$ cat config.mk
export PLATFORM = sky130hd
export DESIGN_NAME = lfsr_operand_gen
export DESIGN_NICKNAME = d
export VERILOG_FILES = /design/src/rtl/lfsr_operand_gen.sv
export SDC_FILE = /design/constraint.sdc
export NUM_CORES = 1
export LEC_CHECK = 0
export ABC_CLOCK_PERIOD_IN_PS = 2600
export CAP_MARGIN = 40
export CORE_ASPECT_RATIO = 0.5
export CORE_UTILIZATION = 50
export CTS_CLUSTER_DIAMETER = 150
export DETAILED_ROUTE_END_ITERATION = 16
export MAX_ROUTING_LAYER = met4
export PLACE_DENSITY = 0.82
export SYNTH_ARGS = -nofsm -noshare
export SYNTH_HDL_FRONTEND = slang
export SYNTH_SLANG_ARGS = --single-unit
export TNS_END_PERCENT = 30
$ cat constraint.sdc
create_clock -name clk -period 2.6 [get_ports clk]
set_input_delay 0.52 -clock clk [delete_from_list [all_inputs] [get_ports clk]]
set_output_delay 0.52 -clock clk [all_outputs]
set_load 0.1 [all_outputs]
$ cat src/rtl/lfsr_operand_gen.sv
// Operand generator for the 16-bit CLA add/sub stage: a Fibonacci LFSR feeds
// ain/bin/sub/cin vectors through a valid/ready handshake, num_vec per run.
module lfsr_operand_gen #(
  parameter logic [15:0] SEED  = 16'hACE1,
  parameter int unsigned WIDTH = 16
) (
  input  logic             clk,
  input  logic             rst,
  input  logic             start,
  input  logic             seed_load,
  input  logic [15:0]      seed_in,
  input  logic [7:0]       num_vec,
  input  logic             ready_in,
  output logic             valid_out,
  output logic [WIDTH-1:0] ain,
  output logic [WIDTH-1:0] bin,
  output logic             sub,
  output logic             cin,
  output logic             busy,
  output logic             done,
  output logic [7:0]       vec_cnt
);

  typedef enum logic [2:0] {
    IDLE    = 3'd0,
    GEN_A   = 3'd1,
    GEN_B   = 3'd2,
    PRESENT = 3'd3,
    DONE    = 3'd4
  } state_e;

  state_e           state_q;
  logic [WIDTH-1:0] lfsr_q;
  logic [WIDTH-1:0] lfsr_d;
  logic [WIDTH-1:0] ain_q;
  logic [WIDTH-1:0] bin_q;
  logic             sub_q;
  logic             cin_q;
  logic             valid_q;
  logic             busy_q;
  logic             done_q;
  logic [7:0]       cnt_q;
  logic [7:0]       cnt_d;
  logic [7:0]       num_q;

  // Taps for x^16+x^14+x^13+x^11+1.
  always_comb begin
    lfsr_d = {lfsr_q[WIDTH-2:0], lfsr_q[15] ^ lfsr_q[13] ^ lfsr_q[12] ^ lfsr_q[10]};
    cnt_d  = cnt_q + 8'd1;
  end

  always_ff @(posedge clk or posedge rst) begin
    if (rst) begin
      state_q <= IDLE;
      lfsr_q  <= SEED;
      ain_q   <= '0;
      bin_q   <= '0;
      sub_q   <= 1'b0;
      cin_q   <= 1'b0;
      valid_q <= 1'b0;
      busy_q  <= 1'b0;
      done_q  <= 1'b0;
      cnt_q   <= '0;
      num_q   <= '0;
    end else begin
      done_q <= 1'b0;
      case (state_q)
        IDLE: begin
          if (start) begin
            state_q <= GEN_A;
            num_q   <= num_vec;
            cnt_q   <= '0;
            busy_q  <= 1'b1;
          end else if (seed_load) begin
            // A zero seed would lock the LFSR up, so fall back to SEED.
            lfsr_q <= (seed_in == '0) ? SEED : seed_in;
          end
        end
        GEN_A: begin
          ain_q   <= lfsr_d;
          lfsr_q  <= lfsr_d;
          state_q <= GEN_B;
        end
        GEN_B: begin
          bin_q   <= lfsr_d;
          lfsr_q  <= lfsr_d;
          sub_q   <= lfsr_d[0];
          cin_q   <= lfsr_d[1] & ~lfsr_d[0];
          valid_q <= 1'b1;
          state_q <= PRESENT;
        end
        PRESENT: begin
          if (ready_in) begin
            valid_q <= 1'b0;
            cnt_q   <= cnt_d;
            // num_vec of 0 means 256: the count wraps back to 0 and matches.
            if (cnt_d == num_q) begin
              state_q <= DONE;
              done_q  <= 1'b1;
            end else begin
              state_q <= GEN_A;
            end
          end
        end
        DONE: begin
          busy_q  <= 1'b0;
          state_q <= IDLE;
        end
        default: begin
          state_q <= IDLE;
          valid_q <= 1'b0;
          busy_q  <= 1'b0;
        end
      endcase
    end
  end

  assign valid_out = valid_q;
  assign ain       = ain_q;
  assign bin       = bin_q;
  assign sub       = sub_q;
  assign cin       = cin_q;
  assign busy      = busy_q;
  assign done      = done_q;
  assign vec_cnt   = cnt_q;

endmodule

==> reports/results.ini, run 1 <==
[worst_setup_path]
r2r_end = state_q[0]$_DFFE_PP0P_
crit_start = vec_cnt[0]$_DFFE_PP0P_
worstPathMaxFanout = 8
reg2reg_depth = 6
critPathCaptureType = flop
startpoint_type = flop
r2r-start = vec_cnt[0]$_DFFE_PP0P_
crit_end = state_q[0]$_DFFE_PP0P_
reg2reg_slack_ns = 0.60
critPathArrivalTime_ns = 2.21
required_ns = 2.81
setup.worst_path.class = reg2reg

[clock_tree]
root_buffer = clkbuf_16
cts_buffers = 9
cts_tree = done
hold_buffers = 0
htree_levels = 3
clk_pin_slew_ns = 0.05
clockBufferDepth = 2
post_cts_buffers = 0
clock_latency_ns = 0.34
clock_sinks = 71
ctsResizeCount = 0

[timing]
finalSetupViolCount = 0
hold_viol_final = 0
hold_ws_ns = 0.480
rsz0062_at_grt = no
tns_ns = 0
max_freq_mhz = 501
slew_headroom = 0.621
drv_slew = 0
min_period_ns = 2.00
fin_ws_ns = 0.603
worst_pin_slew_ns = 0.568
fin_skew_ns = 0.00941
fin_crit_sh = 0.768

[cells_and_area]
fillCellCount = 472
layout-drive-gt1-share = 0.340
fin_nets = 381
antenna-diode-count = 0
final_core_util = 0.683
synthToLayoutAreaGrowth_pct = 30.8

[placement]
dpl_worst_slack_ns = 0.384
dp_hpwl_um = 5070
portBuffers = 73
place_congestion = 0.806

[floorplanning]
io-pin-count = 74
coreArea_mm2 = 0.00613
die-area_mm2 = 0.00675
die_width_um = 115
initial_core_util = 0.522
fp-row-count = 20
chipHeight_um = 58.6

[grt]
grt_overflow = 0
track_usage = 0.243
grt_pass1_wl_um = 11800
antenna_found_initial = 0
grt_pass1_vias = 2402
grt_max_degree = 33

[yosys]
syn-num-nets = 304
synth_ff_type = dfrtp_1
synth_cell_types = 44
synth_top_area_cell = dfrtp_1
synth-edff-count = 0
syn_area_mm2 = 0.00320
syn_avg_cell_area_um2 = 11.7
synth.top_cell.area_share = 0.492
synthArstFlopShare = 1.00
synth.area.top_cells = dfrtp_1, mux2_2, dfstp_2, o21ai_0, nand2_1
synth-seq-cells = 71
synthTopCellsByCount = dfrtp_1, mux2_2, o21ai_0, nand2_1, o22ai_1
yosys_warnings = 0
seq_area_frac_synth = 0.558
syn_inst = 274
synth_most_common_cell = dfrtp_1

[routing]
drt_wl_total_um = 7110
ant_nets = 0
drt-initial-drc-count = 86
viasPerCell = 5.41
routedWlPerCell_um = 16.0
drt_pass1_iterations = 4
via_count = 2401
post-route-drc-count = 0

[job]
maxCapViolations = 0

[run_status]
outcome = finished clean

[worst_hold_path]
hp-start = busy$_DFFE_PP0P_
min_path_type = reg2reg

==> sequential cells by signal, indices dropped and copies added (netlist names) <==
register,flops
busy,1
valid_out,1
num_q,8
cin,1
done,1
state_q,3
ain,16
lfsr_q,16
bin,16
vec_cnt,8
==> critical path, cell delays in order (launching register included) <==
cell and delay, ns:
dfrtp_1 0.49, ha_1 0.32, and3_1 0.24, nand3_1 0.15, xnor2_1 0.21, nand4b_1 0.19, o31a_1 0.28
==> worst min-delay path by stage <==
stage	to	slack (ns)	cells past startpoint
2_1_floorplan	lfsr_q[15]$_DFFE_PP1P_	0.47	2
3_3_place_gp	busy$_DFFE_PP0P_	0.46	1
3_5_place_dp	busy$_DFFE_PP0P_	0.47	1
4_1_cts	busy$_DFFE_PP0P_	0.48	1
5_1_grt	ain[15]$_DFFE_PP0P_	0.52	1
6_report	busy$_DFFE_PP0P_	0.48	1
==> layout by cell type, fill, tap and decap left out, types with 6 or more instances in the layout <==
master            n
dfrtp_1          63
buf_4            51
mux2_2           38
o21ai_0          31
clkdlybuf4s50_1  28
nand2_1          27
o22ai_1          10
nor2_1            9
clkbuf_16         9
dfstp_2           8
xor2_1            7
a21oi_1           6
xnor2_1           6
==> through the flow <==
stage          cells  area [µm²]
2_1_floorplan    274        3200
3_3_place_gp     428        3910
3_5_place_dp     428        3910
4_1_cts          444        4190
5_1_grt          444        4190
6_report         444        4190
==> layer usage <==
metal,vias to the layer above,part of all wire,GRT usage
met1,1172,0.44,0.290
li1,1146,-,-
met3,15,0.041,0.0587
met5,-,0,-
met2,68,0.50,0.405
met4,0,0.020,0.0983
==> cells by family (layout without fill, tap and decap cells) <==
kind of cell               Yosys count  count (layout)  synth area share
adders and majority gates            1               1           0.00391
AOI/OAI and AO/OA                   61              61             0.109
and+or+nand+nor                     67              67             0.114
muxes                               42              42             0.146
DFF                                 71              71             0.558
xor gates and xnor gates            13              13            0.0355
buffers and inverters               19             101            0.0332
==> layout make-up <==
type	count	area (µm²)	area share
inverters	5	18.8	0.00448
flip-flops and latches	71	1790	0.426
multi-input cells	184	1320	0.314
well taps	88	110	0.0263
clock inverters	5	33.8	0.00806
repair buffers	80	683	0.163
clock buffers	11	243	0.0579
Power of run 1 is left out: the tool's default activity adds up to more than one toggle a clock period on the data nets, which glitch-free logic cannot reach.
==> inputs of run 2 (changes only) <==
--- a/config.mk
+++ b/config.mk
@@ -5,14 +5,14 @@
 export SDC_FILE = /design/constraint.sdc
 export NUM_CORES = 1
 export LEC_CHECK = 0
-export ABC_CLOCK_PERIOD_IN_PS = 2600
+export ABC_CLOCK_PERIOD_IN_PS = 1700
 export CAP_MARGIN = 40
 export CORE_ASPECT_RATIO = 0.5
-export CORE_UTILIZATION = 50
+export CORE_UTILIZATION = 45
 export CTS_CLUSTER_DIAMETER = 150
 export DETAILED_ROUTE_END_ITERATION = 16
 export MAX_ROUTING_LAYER = met4
-export PLACE_DENSITY = 0.82
+export PLACE_DENSITY = 0.78
 export SYNTH_ARGS = -nofsm -noshare
 export SYNTH_HDL_FRONTEND = slang
 export SYNTH_SLANG_ARGS = --single-unit
==> constraint.sdc (replaced) <==
create_clock -name clk -period 1.7 [get_ports clk]
set_input_delay 0.34 -clock clk [delete_from_list [all_inputs] [get_ports clk]]
set_output_delay 0.34 -clock clk [all_outputs]
set_load 0.1 [all_outputs]
==> reports/results.ini, run 2 (synthesis results as in run 1) <==
[run_status]
outcome = finished clean

[floorplanning]
chipHeight_um = 61.7
coreArea_mm2 = 0.00678
io-pin-count = 74
die-area_mm2 = 0.00748
fp-row-count = 21
initial_core_util = 0.472
die_width_um = 121

[routing]
drt_pass1_iterations = 4
routedWlPerCell_um = 16.4
drt_wl_total_um = 7540
post-route-drc-count = 0
via_count = 2504
viasPerCell = 5.43
ant_nets = 0
drt-initial-drc-count = 151

[worst_hold_path]
min_path_type = in2async

[grt]
grt-busiest-layer = met2
gr-usage-met1 = 0.255
antenna_found_initial = 0
grt_max_degree = 72
track_usage = 0.229
grt_pass1_vias = 2585
grt_util_met2 = 0.407
grt_pass1_wl_um = 12200
grt.met3_usage = 0.0704
grt_overflow = 0

[worst_setup_path]
cp_slowest_cell = dfrtp_4
critPathCaptureType = flop
reg2reg_slack_ns = 0.06
cp_num_cells = 5
r2r_end = state_q[0]$_DFFE_PP0P_
critPathArrivalTime_ns = 1.86
cp_slowest_stage_delay_ns = 0.48
setup.worst_path.class = reg2reg
required_ns = 1.92
crit_end = state_q[0]$_DFFE_PP0P_
reg2reg_depth = 5
r2r-start = vec_cnt[1]$_DFFE_PP0P_
path_cells = ha_4, xor2_1, a211oi_1, nand4b_1, o31a_1
startpoint_type = flop
crit_family = flip-flops
cp_num_buf_inv = 0
worstPathMaxFanout = 3
crit_start = vec_cnt[1]$_DFFE_PP0P_

[cells_and_area]
fin_nets = 394
multi_input_area_mm2 = 0.00137
register_area_mm2 = 0.00180
final_common_cell = dfrtp_1
fillCellCount = 429
instances_no_fill = 461
synthToLayoutAreaGrowth_pct = 56.7
layout-drive-gt1-share = 0.404
antenna-diode-count = 0
most-common-layout-cells = dfrtp_1, buf_12, mux2_2

[clock_tree]
root_buffer = clkbuf_16
cts_buffers = 9
post_cts_buffers = 0
cts_tree = done
htree_levels = 3
clock_sinks = 71
clockBufferDepth = 2
clock_latency_ns = 0.34
clk_pin_slew_ns = 0.05

[timing]
max_freq_mhz = 608
min_period_ns = 1.64
worst_pin_slew_ns = 0.376
slew_headroom = 0.749
finalSetupViolCount = 0
fin_crit_sh = 0.967
drv_slew = 0
fin_ws_ns = 0.0565
fin_skew_ns = 0.00710
hold_viol_final = 0

[placement]
dp_cells = 445
portBuffers = 73
place_congestion = 0.830
dp_hpwl_um = 5350
dpl_worst_slack_ns = -0.231

[job]
maxCapViolations = 0

-- run 2: cell types whose count changed in the layout (fill, tap and decap cells not counted), moves of 2 or more --
cell | before | now
buf_12 | 1 | 50
buf_4 | 51 | 15
dfrtp_1 | 63 | 55
dfrtp_2 | 0 | 5
dfrtp_4 | 0 | 3
bufinv_16 | 0 | 2
o21ai_0 | 31 | 29
o21ai_1 | 1 | 3
-- run 2: what timing repair did --
action | CTS | global route
cloned | 0 | 0
hold buffers | 0 | 0
setup endpoints to repair | 1 | 24
pin swaps | 0 | 4
gates resized for setup | 2 | 8
-- run 2: final cells by class --
class                   instances  area share
multi-input cells             184       0.272
flip-flops and latches         71       0.359
well taps                      92      0.0229
repair buffers                 93       0.278
clock inverters                 4      0.0140
clock buffers                  12      0.0491
inverters                       5     0.00449
-- run 2: worst min-delay path by stage --
| stage | from | to | slack (ns) | cells after the start |
|---|---|---|---|---|
| floorplan | ready_in | state_q[1]$_DFFE_PP0P_ | 0.45 | 1 |
| global placement | lfsr_q[15]$_DFFE_PP1P_ | lfsr_q[15]$_DFFE_PP1P_ | 0.48 | 2 |
| detailed placement | lfsr_q[15]$_DFFE_PP1P_ | lfsr_q[15]$_DFFE_PP1P_ | 0.48 | 2 |
| CTS | rst | bin[4]$_DFFE_PP0P_ | 0.47 | 3 |
| global route | rst | bin[3]$_DFFE_PP0P_ | 0.49 | 3 |
| finish | rst | bin[4]$_DFFE_PP0P_ | 0.45 | 3 |
-- run 2: worst reg2reg max path, cell delays in order, from the launching register on --
cell	delay, ns
dfrtp_4	0.48
ha_4	0.25
xor2_1	0.14
a211oi_1	0.18
nand4b_1	0.19
o31a_1	0.28
-- run 2: routing by layer --
layer	routed length, µm	vias up
met2	3960	82
met4	112	0
met5	0	-
li1	-	1161
met1	3070	1245
met3	397	16
-- run 2: stage by stage --
step,util,hold slack (ns),instance area [µm²],TNS (ns)
after floorplan,-,0.445,3240,-0.284
after global placement,0.688,0.479,4660,-2.37
after detailed placement,0.688,0.482,4660,-3.18
after CTS,0.736,0.468,4990,0
after global routing,0.740,0.493,5020,-0.000167
final,0.740,0.454,5020,0
Power of run 2 is left out for the same reason.
